==> src/rtl/snurisc_run_ctrl.sv <==
// Run controller for a snurisc core: loads a program into IMEM over a
// valid/ready stream, releases the core from reset, gates its clock enable and reports status.
module snurisc_run_ctrl #(
  parameter int ADDR_W = 10,
  parameter int DATA_W = 32,
  parameter int CYC_W  = 32
) (
  input  logic              i_clk,
  input  logic              i_reset,
  input  logic              i_ld_valid,
  output logic              o_ld_ready,
  input  logic [DATA_W-1:0] i_ld_data,
  input  logic              i_ld_last,
  input  logic              i_start,
  input  logic              i_clr,
  input  logic [CYC_W-1:0]  i_cycle_limit,
  input  logic              i_core_halt,
  output logic              o_imem_we,
  output logic [ADDR_W-1:0] o_imem_addr,
  output logic [DATA_W-1:0] o_imem_wdata,
  output logic              o_core_reset,
  output logic              o_core_clock_en,
  output logic              o_busy,
  output logic              o_done,
  output logic              o_timeout,
  output logic [CYC_W-1:0]  o_cycles,
  output logic [ADDR_W:0]   o_loaded_words
);

  typedef enum logic [2:0] {
    S_IDLE,
    S_LOAD,
    S_ARMED,
    S_RELEASE,
    S_RUN,
    S_DONE
  } state_e;

  localparam logic [CYC_W-1:0] CYC_ONE  = CYC_W'(1);
  localparam logic [ADDR_W:0]  WORD_ONE = (ADDR_W + 1)'(1);

  state_e              state_q;
  logic                ld_ready_q;
  logic                imem_we_q;
  logic [ADDR_W-1:0]   imem_addr_q;
  logic [DATA_W-1:0]   imem_wdata_q;
  logic                core_reset_q;
  logic                clock_en_q;
  logic                busy_q;
  logic                done_q;
  logic                timeout_q;
  logic [CYC_W-1:0]    cycles_q;
  logic [ADDR_W:0]     loaded_q;

  logic                ld_accept;
  logic                at_top;
  logic [CYC_W-1:0]    cycles_d;
  logic                limit_hit;

  // ld_ready_q is 1 exactly in IDLE and LOAD, so it doubles as the load-phase qualifier.
  assign ld_accept = i_ld_valid & ld_ready_q;
  assign at_top    = &loaded_q[ADDR_W-1:0];
  assign cycles_d  = (&cycles_q) ? cycles_q : cycles_q + CYC_ONE;
  assign limit_hit = (i_cycle_limit != '0) && (cycles_d == i_cycle_limit);

  // NOTE: every output is a flop updated with its next-state value, so all
  // sequential assignments are non-blocking and nothing reaches a port combinationally.
  always_ff @(posedge i_clk or negedge i_reset) begin
    if (!i_reset) begin
      state_q      <= S_IDLE;
      ld_ready_q   <= 1'b1;
      imem_we_q    <= 1'b0;
      imem_addr_q  <= '0;
      imem_wdata_q <= '0;
      core_reset_q <= 1'b0;
      clock_en_q   <= 1'b0;
      busy_q       <= 1'b0;
      done_q       <= 1'b0;
      timeout_q    <= 1'b0;
      cycles_q     <= '0;
      loaded_q     <= '0;
    end else begin
      imem_we_q <= 1'b0;
      unique case (state_q)
        S_IDLE, S_LOAD: begin
          if (ld_accept) begin
            imem_we_q    <= 1'b1;
            imem_addr_q  <= loaded_q[ADDR_W-1:0];
            imem_wdata_q <= i_ld_data;
            loaded_q     <= loaded_q + WORD_ONE;
            if (i_ld_last || at_top) begin
              state_q    <= S_ARMED;
              ld_ready_q <= 1'b0;
            end else begin
              state_q    <= S_LOAD;
            end
          end
        end
        S_ARMED: begin
          if (i_start) begin
            state_q      <= S_RELEASE;
            core_reset_q <= 1'b1;
            busy_q       <= 1'b1;
            cycles_q     <= '0;
            timeout_q    <= 1'b0;
          end
        end
        S_RELEASE: begin
          state_q    <= S_RUN;
          clock_en_q <= 1'b1;
        end
        S_RUN: begin
          cycles_q <= cycles_d;
          if (i_core_halt || limit_hit) begin
            state_q    <= S_DONE;
            clock_en_q <= 1'b0;
            busy_q     <= 1'b0;
            done_q     <= 1'b1;
            timeout_q  <= ~i_core_halt;
          end
        end
        S_DONE: begin
          if (i_clr) begin
            state_q      <= S_IDLE;
            ld_ready_q   <= 1'b1;
            core_reset_q <= 1'b0;
            done_q       <= 1'b0;
            timeout_q    <= 1'b0;
            loaded_q     <= '0;
          end else if (i_start) begin
            state_q      <= S_ARMED;
            core_reset_q <= 1'b0;
            done_q       <= 1'b0;
          end
        end
        default: begin
          state_q      <= S_IDLE;
          ld_ready_q   <= 1'b1;
          core_reset_q <= 1'b0;
          clock_en_q   <= 1'b0;
          busy_q       <= 1'b0;
          done_q       <= 1'b0;
        end
      endcase
    end
  end

  assign o_ld_ready      = ld_ready_q;
  assign o_imem_we       = imem_we_q;
  assign o_imem_addr     = imem_addr_q;
  assign o_imem_wdata    = imem_wdata_q;
  assign o_core_reset    = core_reset_q;
  assign o_core_clock_en = clock_en_q;
  assign o_busy          = busy_q;
  assign o_done          = done_q;
  assign o_timeout       = timeout_q;
  assign o_cycles        = cycles_q;
  assign o_loaded_words  = loaded_q;

endmodule

==> config.mk <==
export PLATFORM = sky130hd
export DESIGN_NAME = snurisc_run_ctrl
export DESIGN_NICKNAME = d
export VERILOG_FILES = /design/src/rtl/snurisc_run_ctrl.sv
export SDC_FILE = /design/constraint.sdc
export NUM_CORES = 1
export LEC_CHECK = 0
export CAP_MARGIN = 15
export CORE_ASPECT_RATIO = 1.5
export CORE_MARGIN = 3
export CORE_UTILIZATION = 40
export CTS_CLUSTER_DIAMETER = 100
export CTS_CLUSTER_SIZE = 12
export DETAILED_ROUTE_END_ITERATION = 10
export PLACE_DENSITY_LB_ADDON = 0.2
export SLEW_MARGIN = 25
export SYNTH_ARGS = -nofsm -noshare
export SYNTH_HDL_FRONTEND = slang
export SYNTH_SLANG_ARGS = --single-unit
==> constraint.sdc <==
create_clock -name i_clk -period 4.14 [get_ports i_clk]
set_input_delay 1.035 -clock i_clk [delete_from_list [all_inputs] [get_ports i_clk]]
set_output_delay 1.035 -clock i_clk [all_outputs]
set_load 0.01 [all_outputs]
==> flow_metrics.tcl, run 1 <==
set metrics [dict create \
    worstPathMaxFanout 10 \
    topRoutingLayerUsed "met4" \
    cpLargestDelayFamily "simple AND/OR/NAND/NOR gates" \
    ys_dominant_reg_cell "dfrtp_1" \
    p_clk_share_pct 24.7 \
    setup_viol 0 \
    hold_viol 0 \
    fin_crit_sh_pct 92.14 \
    rsz0062_at_grt "false" \
    slew_viol_final 0 \
    crit_slowest_cell "a2111oi_1" \
    gr-total-overflow 0 \
    grt_use_total_pct 23.24 \
    worstPathCellList "ha_1, and4_1, nand4_2, nor4_2, xnor2_1, nand2_1, a2111oi_1, buf_4, nand4_1, o21bai_2, a21boi_1, o221a_1" \
    cp.required_ps 4360 \
    io_buffers 162 \
    drt_iter0_markers 320 \
    relSlewSlack_pct 53.72 \
    avgSynthCellArea_sq_um 9.592 \
    whs_ps 495.9 \
    row_count 52 \
    cts.sinks 95 \
    power_density_mw_per_mm2 499.4 \
    gp_congestion 0.9284 \
    power_frac_comb_pct 38.5 \
    hp-class "flip-flop to flip-flop" \
    via_count 5370 \
    fin_util_pct 57.20 \
    cts_setup_buffers 0 \
    fin_skew_ps 10.66 \
    grt_pass1_vias 5406 \
    core_sq_mm 0.01360 \
    areaGrowthSynthToFinish_pct 38.84 \
    io_pins 163 \
    cts_root_buf "clkbuf_16" \
    dr_wl_met3_microns 1199 \
    worst-path-buf-inv 1 \
    switching_share_pct 32.70 \
    max_stage_delay_ps 570 \
    synth_warnings 0 \
    initial_utilization_pct 41.19 \
    antenna_found_initial 0 \
    power.leakage_nw 3.063 \
    p_switching_mw 1.270 \
    grt_max_degree 76 \
    fin_setup_tns_ps 0 \
    p_int_mw 2.614 \
    critPathCaptureType "flip-flop" \
    cts_max_path_buffers 2 \
    syn_inst 584 \
    viasPerCell 5.901 \
    nets 816 \
    async_flop_share_pct 100.0 \
    htree_num_levels 3 \
    hpwl_microns 13800 \
    dr.pass1.iters 5 \
    die_x_microns 102.6 \
    status "complete, no violations" \
    tritoncts "yes" \
    die_area_sq_mm 0.01549 \
    cts_resized 0 \
    crit_type "flip-flop to flip-flop" \
    fill_cells 1253 \
    tightest_slew_ps 694.2 \
    cts_buffers 9 \
    insertion_delay_ps 340 \
    ys_types 65 \
    syn_nets 657 \
    drc 0 \
    drive_gt1_share_pct 13.24 \
    cts_hold_buf 0 \
    path_clk_slew_ps 70 \
    diodes 0 \
    timing.fmax_ghz 0.2622 \
    grt_pass1_wl_microns 28060 \
    min_period_ps 3814 \
    sequentialPowerShare_pct 36.8 \
    wl_per_cell_microns 19.70 \
    die_y_microns 150.9 \
    antenna_left 0 \
    crit_arrival_ps 4040 \
    synth-edff-count 0 \
    crit_path_start_kind "flip-flop" \
    peakVddDrop_uv 214.0 \
    yosysSeqAreaShare_pct 42.46 \
    synth-seq-cells 95 \
    drv_cap 0 \
    met2_length_microns 9169 \
    wirelength_microns 17930 \
    netlist_area_sq_mm 0.005602 \
    wirelength_met1_microns 6711 \
]
worst register-to-register path, delay by kind of cell (launching register included):
family	cells	cell delay, ps
compound gates	4	1210
xor+xnor	1	180
fa+ha+maj	1	290
buf+inv	1	200
flops	1	490
simple gates	5	1340
metal layers:
layer  vias up  global-route usage [%]
li1       2469                       -
met1      2567                   26.70
met2       282                   40.78
met3        52                   3.825
met4         0                   11.95
met5         -                       0
cell families (layout without fill, tap and decap cells):
group	count (synthesis)	count (layout)	synth area share, %
buffers and inverters	34	198	2.569
multiplexers	44	44	8.823
AND/OR/NAND/NOR	216	216	21.73
AO/OA/AOI/OAI	137	137	15.21
XOR/XNOR	56	56	8.756
flip-flops	95	95	42.46
adder cells (fa/ha/maj)	2	2	0.4467
layout by cell type, fill, tap and decap left out, types with 3 or more instances in the layout:
cell / instances
nor4_1: 16
clkbuf_16: 9
or3_1: 7
o31ai_1: 12
nand2b_1: 4
nor3_2: 3
nand3_1: 13
nand2_1: 66
nand4_1: 14
nor2_1: 36
o22a_1: 3
dfrtp_1: 94
o211ai_1: 3
and4_1: 5
xnor2_1: 32
a21o_1: 3
and3_1: 7
inv_1: 3
bufinv_16: 3
nor3b_1: 4
xor2_1: 24
buf_4: 17
nor3_1: 13
mux2_2: 43
nor2b_1: 4
o21ai_0: 52
a22o_1: 5
nor4_4: 3
a31oi_1: 8
a2111oi_0: 3
clkdlybuf4s50_1: 161
nand4_2: 3
a21oi_1: 28
Yosys cell counts, types with 2 or more instances:
cell / number / area share (%)
nor2b_1: 4 / 0.45
clkbuf_2: 3 / 0.27
nor3_2: 3 / 0.54
and3_1: 8 / 0.89
a221o_1: 2 / 0.36
a21o_1: 3 / 0.40
o41ai_1: 2 / 0.31
nand2b_1: 4 / 0.45
nor4_1: 17 / 1.9
and4_1: 5 / 0.78
dfrtp_1: 94 / 42
mux2_2: 43 / 8.6
a22o_1: 5 / 0.78
xor2_1: 24 / 3.8
or4_4: 2 / 0.40
nand4_2: 3 / 0.67
nor3b_1: 4 / 0.54
o211ai_1: 3 / 0.40
nand4_1: 14 / 1.6
nor3_1: 13 / 1.2
o31ai_1: 12 / 1.6
nand2_1: 67 / 4.5
o22a_1: 3 / 0.47
a2111oi_0: 4 / 0.63
inv_1: 3 / 0.20
clkbuf_1: 17 / 1.1
nand3_1: 13 / 1.2
a31oi_1: 8 / 0.89
nor2_1: 36 / 2.4
xnor2_1: 32 / 5.0
o21ai_0: 52 / 4.6
buf_2: 10 / 0.89
or3_1: 7 / 0.78
a211oi_1: 2 / 0.27
o2111ai_1: 2 / 0.31
ha_1: 2 / 0.45
nor4_4: 3 / 1.1
a21oi_1: 28 / 2.5
path summary, 6_finish.rpt:
check | from | endpoint | slack (ps) | cells after the start
min in group asynchronous | i_reset | o_imem_wdata[17]$_DFFE_PN0P_ | 700 | 1
max in group asynchronous | i_reset | o_imem_wdata[0]$_DFFE_PN0P_ | 2740 | 2
setup / recovery | o_cycles[0]$_DFFE_PN0P_ | o_core_clock_en$_DFFE_PN0P_ | 330 | 12
hold reg to reg | o_core_reset$_DFFE_PN0P_ | o_core_reset$_DFFE_PN0P_ | 500 | 1
setup reg to reg | o_cycles[0]$_DFFE_PN0P_ | o_core_clock_en$_DFFE_PN0P_ | 330 | 12
hold / removal | o_core_reset$_DFFE_PN0P_ | o_core_reset$_DFFE_PN0P_ | 500 | 1
state kept, by name, indices dropped and copies added, names as in the netlist:
| register | cells |
|---|---|
| o_ld_ready | 1 |
| o_loaded_words | 11 |
| o_imem_wdata | 32 |
| o_imem_we | 1 |
| o_done | 1 |
| o_cycles | 32 |
| state_q | 3 |
| o_imem_addr | 10 |
| o_core_reset | 1 |
| o_busy | 1 |
| o_timeout | 1 |
| o_core_clock_en | 1 |
power by group through the flow:
stage	sequential, mW	clock (mW)	combinational [mW]
final	1.43	0.959	1.49
after global routing	1.47	1.03	1.62
after CTS	1.43	0.985	1.51
after detailed placement	1.45	0	1.50
after global placement	1.43	0	1.48
after floorplan	1.49	0	0.667
layout make-up:
cell class	instances	area, sq um	area share [%]
clock buffer	10	229.0	2.944
clock inverter	6	115.1	1.480
inverter	3	11.26	0.1448
multi-input combinational	455	3090	39.74
sequential	95	2379	30.58
tap	162	202.7	2.606
timing repair buffer	179	1750	22.51
through the flow:
step / cells / power [mW] / setup slack [ps] / cell area, sq um
floorplan: 584 / 2.152 / 1166 / 5602
global placement: 894 / 2.914 / 268.3 / 7420
detailed placement: 894 / 2.955 / 225.9 / 7420
CTS: 910 / 3.927 / 182.9 / 7764
global route: 910 / 4.123 / 113.7 / 7777
finish: 910 / 3.884 / 325.5 / 7777
(Power assumes the default switching activity.)
==> run 2: changes to the inputs <==
CORE_MARGIN = default   (was 3)
CTS_BUF_LIST = sky130_fd_sc_hd__clkbuf_8   (was default)
REMOVE_ABC_BUFFERS = 1   (was default)
==> run 2 against run 1 <==
  * Die area fell by 6.4%
  * Setup slack improved by 26 ps
  * Routed wire length increased by 1.7%
  * Critical path type unchanged
  * First-iteration DRC count down 18%
  * Core utilization down 0.53 points
  * Critical endpoint unchanged
  * Final cell count rose by 0.11%
  * Non-clock buffer count rose by 2
  * Global-route usage up 2.5 points
  * Largest power group unchanged
  * Clock power is 14% lower
  * Clock skew grew 6.6 ps
==> flow_metrics.tcl, run 2 (same netlist as run 1, synthesis figures left out) <==
set metrics [dict create \
    relSlewSlack_pct 48.64 \
    die_y_microns 146.9 \
    power_density_mw_per_mm2 487.5 \
    diodes 0 \
    wl_per_cell_microns 20.01 \
    wirelength_microns 18230 \
    hpwl_microns 13920 \
    nets 818 \
    report.power.total_mw 3.756 \
    antenna_found_initial 0 \
    grt_max_degree 82 \
    fin_crit_sh_pct 91.50 \
    layout_common_cells "161 x clkdlybuf4s50_1, 94 x dfrtp_1, 66 x nand2_1" \
    hold_viol 0 \
    tritoncts "yes" \
    whs_ps 485.1 \
    timing.fmax_ghz 0.2640 \
    slew_viol_final 0 \
    cts_max_path_buffers 2 \
    drive_gt1_share_pct 13.35 \
    cts.sinks 95 \
    crit_type "flip-flop to flip-flop" \
    dr.pass1.iters 4 \
    fin_skew_ps 17.31 \
    cts_setup_buffers 0 \
    critPathCaptureType "flip-flop" \
    core_sq_mm 0.01360 \
    rsz0062_at_grt "false" \
    status "complete, no violations" \
    row_count 52 \
    cts_resized 0 \
    die_area_sq_mm 0.01449 \
    worstPathMaxFanout 8 \
    setup_ws_ps 351.8 \
    htree_num_levels 3 \
    insertion_delay_ps 370 \
    cts_buffers 9 \
    via_count 5404 \
    dp.cells 896 \
    gp_congestion 0.9440 \
    power.leakage_nw 3.034 \
    drc 0 \
    fin_setup_tns_ps 0 \
    grt_pass1_vias 5482 \
    gr-total-overflow 0 \
    drv_cap 0 \
    place_ws_ps 214.2 \
    grt_pass1_wl_microns 28900 \
    crit_arrival_ps 4060 \
    die_x_microns 98.63 \
    areaGrowthSynthToFinish_pct 37.55 \
    cts_hold_buf 0 \
    crit_path_start_kind "flip-flop" \
    path_clk_slew_ps 110 \
    final_common_cell "clkdlybuf4s50_1" \
    min_period_ps 3788 \
    cts_root_buf "clkbuf_8" \
    viasPerCell 5.932 \
    drt_iter0_markers 263 \
    initial_utilization_pct 41.19 \
    peakVddDrop_uv 257.9 \
    cp.required_ps 4410 \
    grt_use_total_pct 25.73 \
    tightest_slew_ps 767.5 \
    io_buffers 162 \
    setup_viol 0 \
    instances_no_fill 911 \
    hp-class "flip-flop to flip-flop" \
    io_pins 163 \
    antenna_left 0 \
]
[run 2: cell types whose count changed in the layout (fill, tap and decap cells not counted), sizes merged]
cell / before / now
buf: 18 / 20
clkbuf: 10 / 9
bufinv: 3 / 4
clkinv: 1 / 0
[run 2: cell type report]
class / instances / area [sq um]
clock buffer: 9 / 123.9
clock inverter: 6 / 140.1
fill: 1258 / 5893
inverter: 3 / 11.26
multi-input combinational: 455 / 3083
sequential: 95 / 2379
tap: 162 / 202.7
timing repair buffer: 181 / 1765
[run 2: worst max-delay path, cell delays in order, from the launching register on]
cell and delay, ps:
dfrtp_1 490, ha_1 290, and4_1 290, nand4_2 320
nor3_4 370, buf_4 220, xnor2_1 150, o21ai_0 110
a2111oi_0 570, nand4_1 270, o21bai_2 280, a21boi_1 100
o221a_1 240
[run 2: through the flow]
stage | cell area [sq um] | utilization, %
floorplan | 5469 | -
global placement | 7435 | 54.67
detailed placement | 7437 | 54.69
CTS | 7701 | 56.63
global route | 7705 | 56.66
finish | 7705 | 56.66
[run 2: where the power goes]
part	switching, mW	internal [mW]	total [mW]
Sequential	0.241	1.18	1.42
Combinational	0.673	0.831	1.50
Clock	0.362	0.466	0.828
Total	1.28	2.48	3.76
[run 2: metal layers]
metal	global-route usage [%]	routed length (microns)	vias to the layer above
met2	46.02	9485	237
li1	-	-	2471
met1	28.61	6763	2634
met5	0	0	-
met4	14.70	1011	0
met3	4.377	969	62
[run 2: final timing paths]
check / depth (start not counted) / end / slack (ps) / start
worst max-delay path: 12 / o_core_clock_en$_DFFE_PN0P_ / 350 / o_cycles[0]$_DFFE_PN0P_
worst min register to register: 1 / o_core_reset$_DFFE_PN0P_ / 490 / o_core_reset$_DFFE_PN0P_
max in group asynchronous: 2 / o_imem_wdata[3]$_DFFE_PN0P_ / 2710 / i_reset
worst min-delay path: 1 / o_core_reset$_DFFE_PN0P_ / 490 / o_core_reset$_DFFE_PN0P_
min in group asynchronous: 1 / o_imem_wdata[30]$_DFFE_PN0P_ / 690 / i_reset
worst max register to register: 12 / o_core_clock_en$_DFFE_PN0P_ / 350 / o_cycles[0]$_DFFE_PN0P_
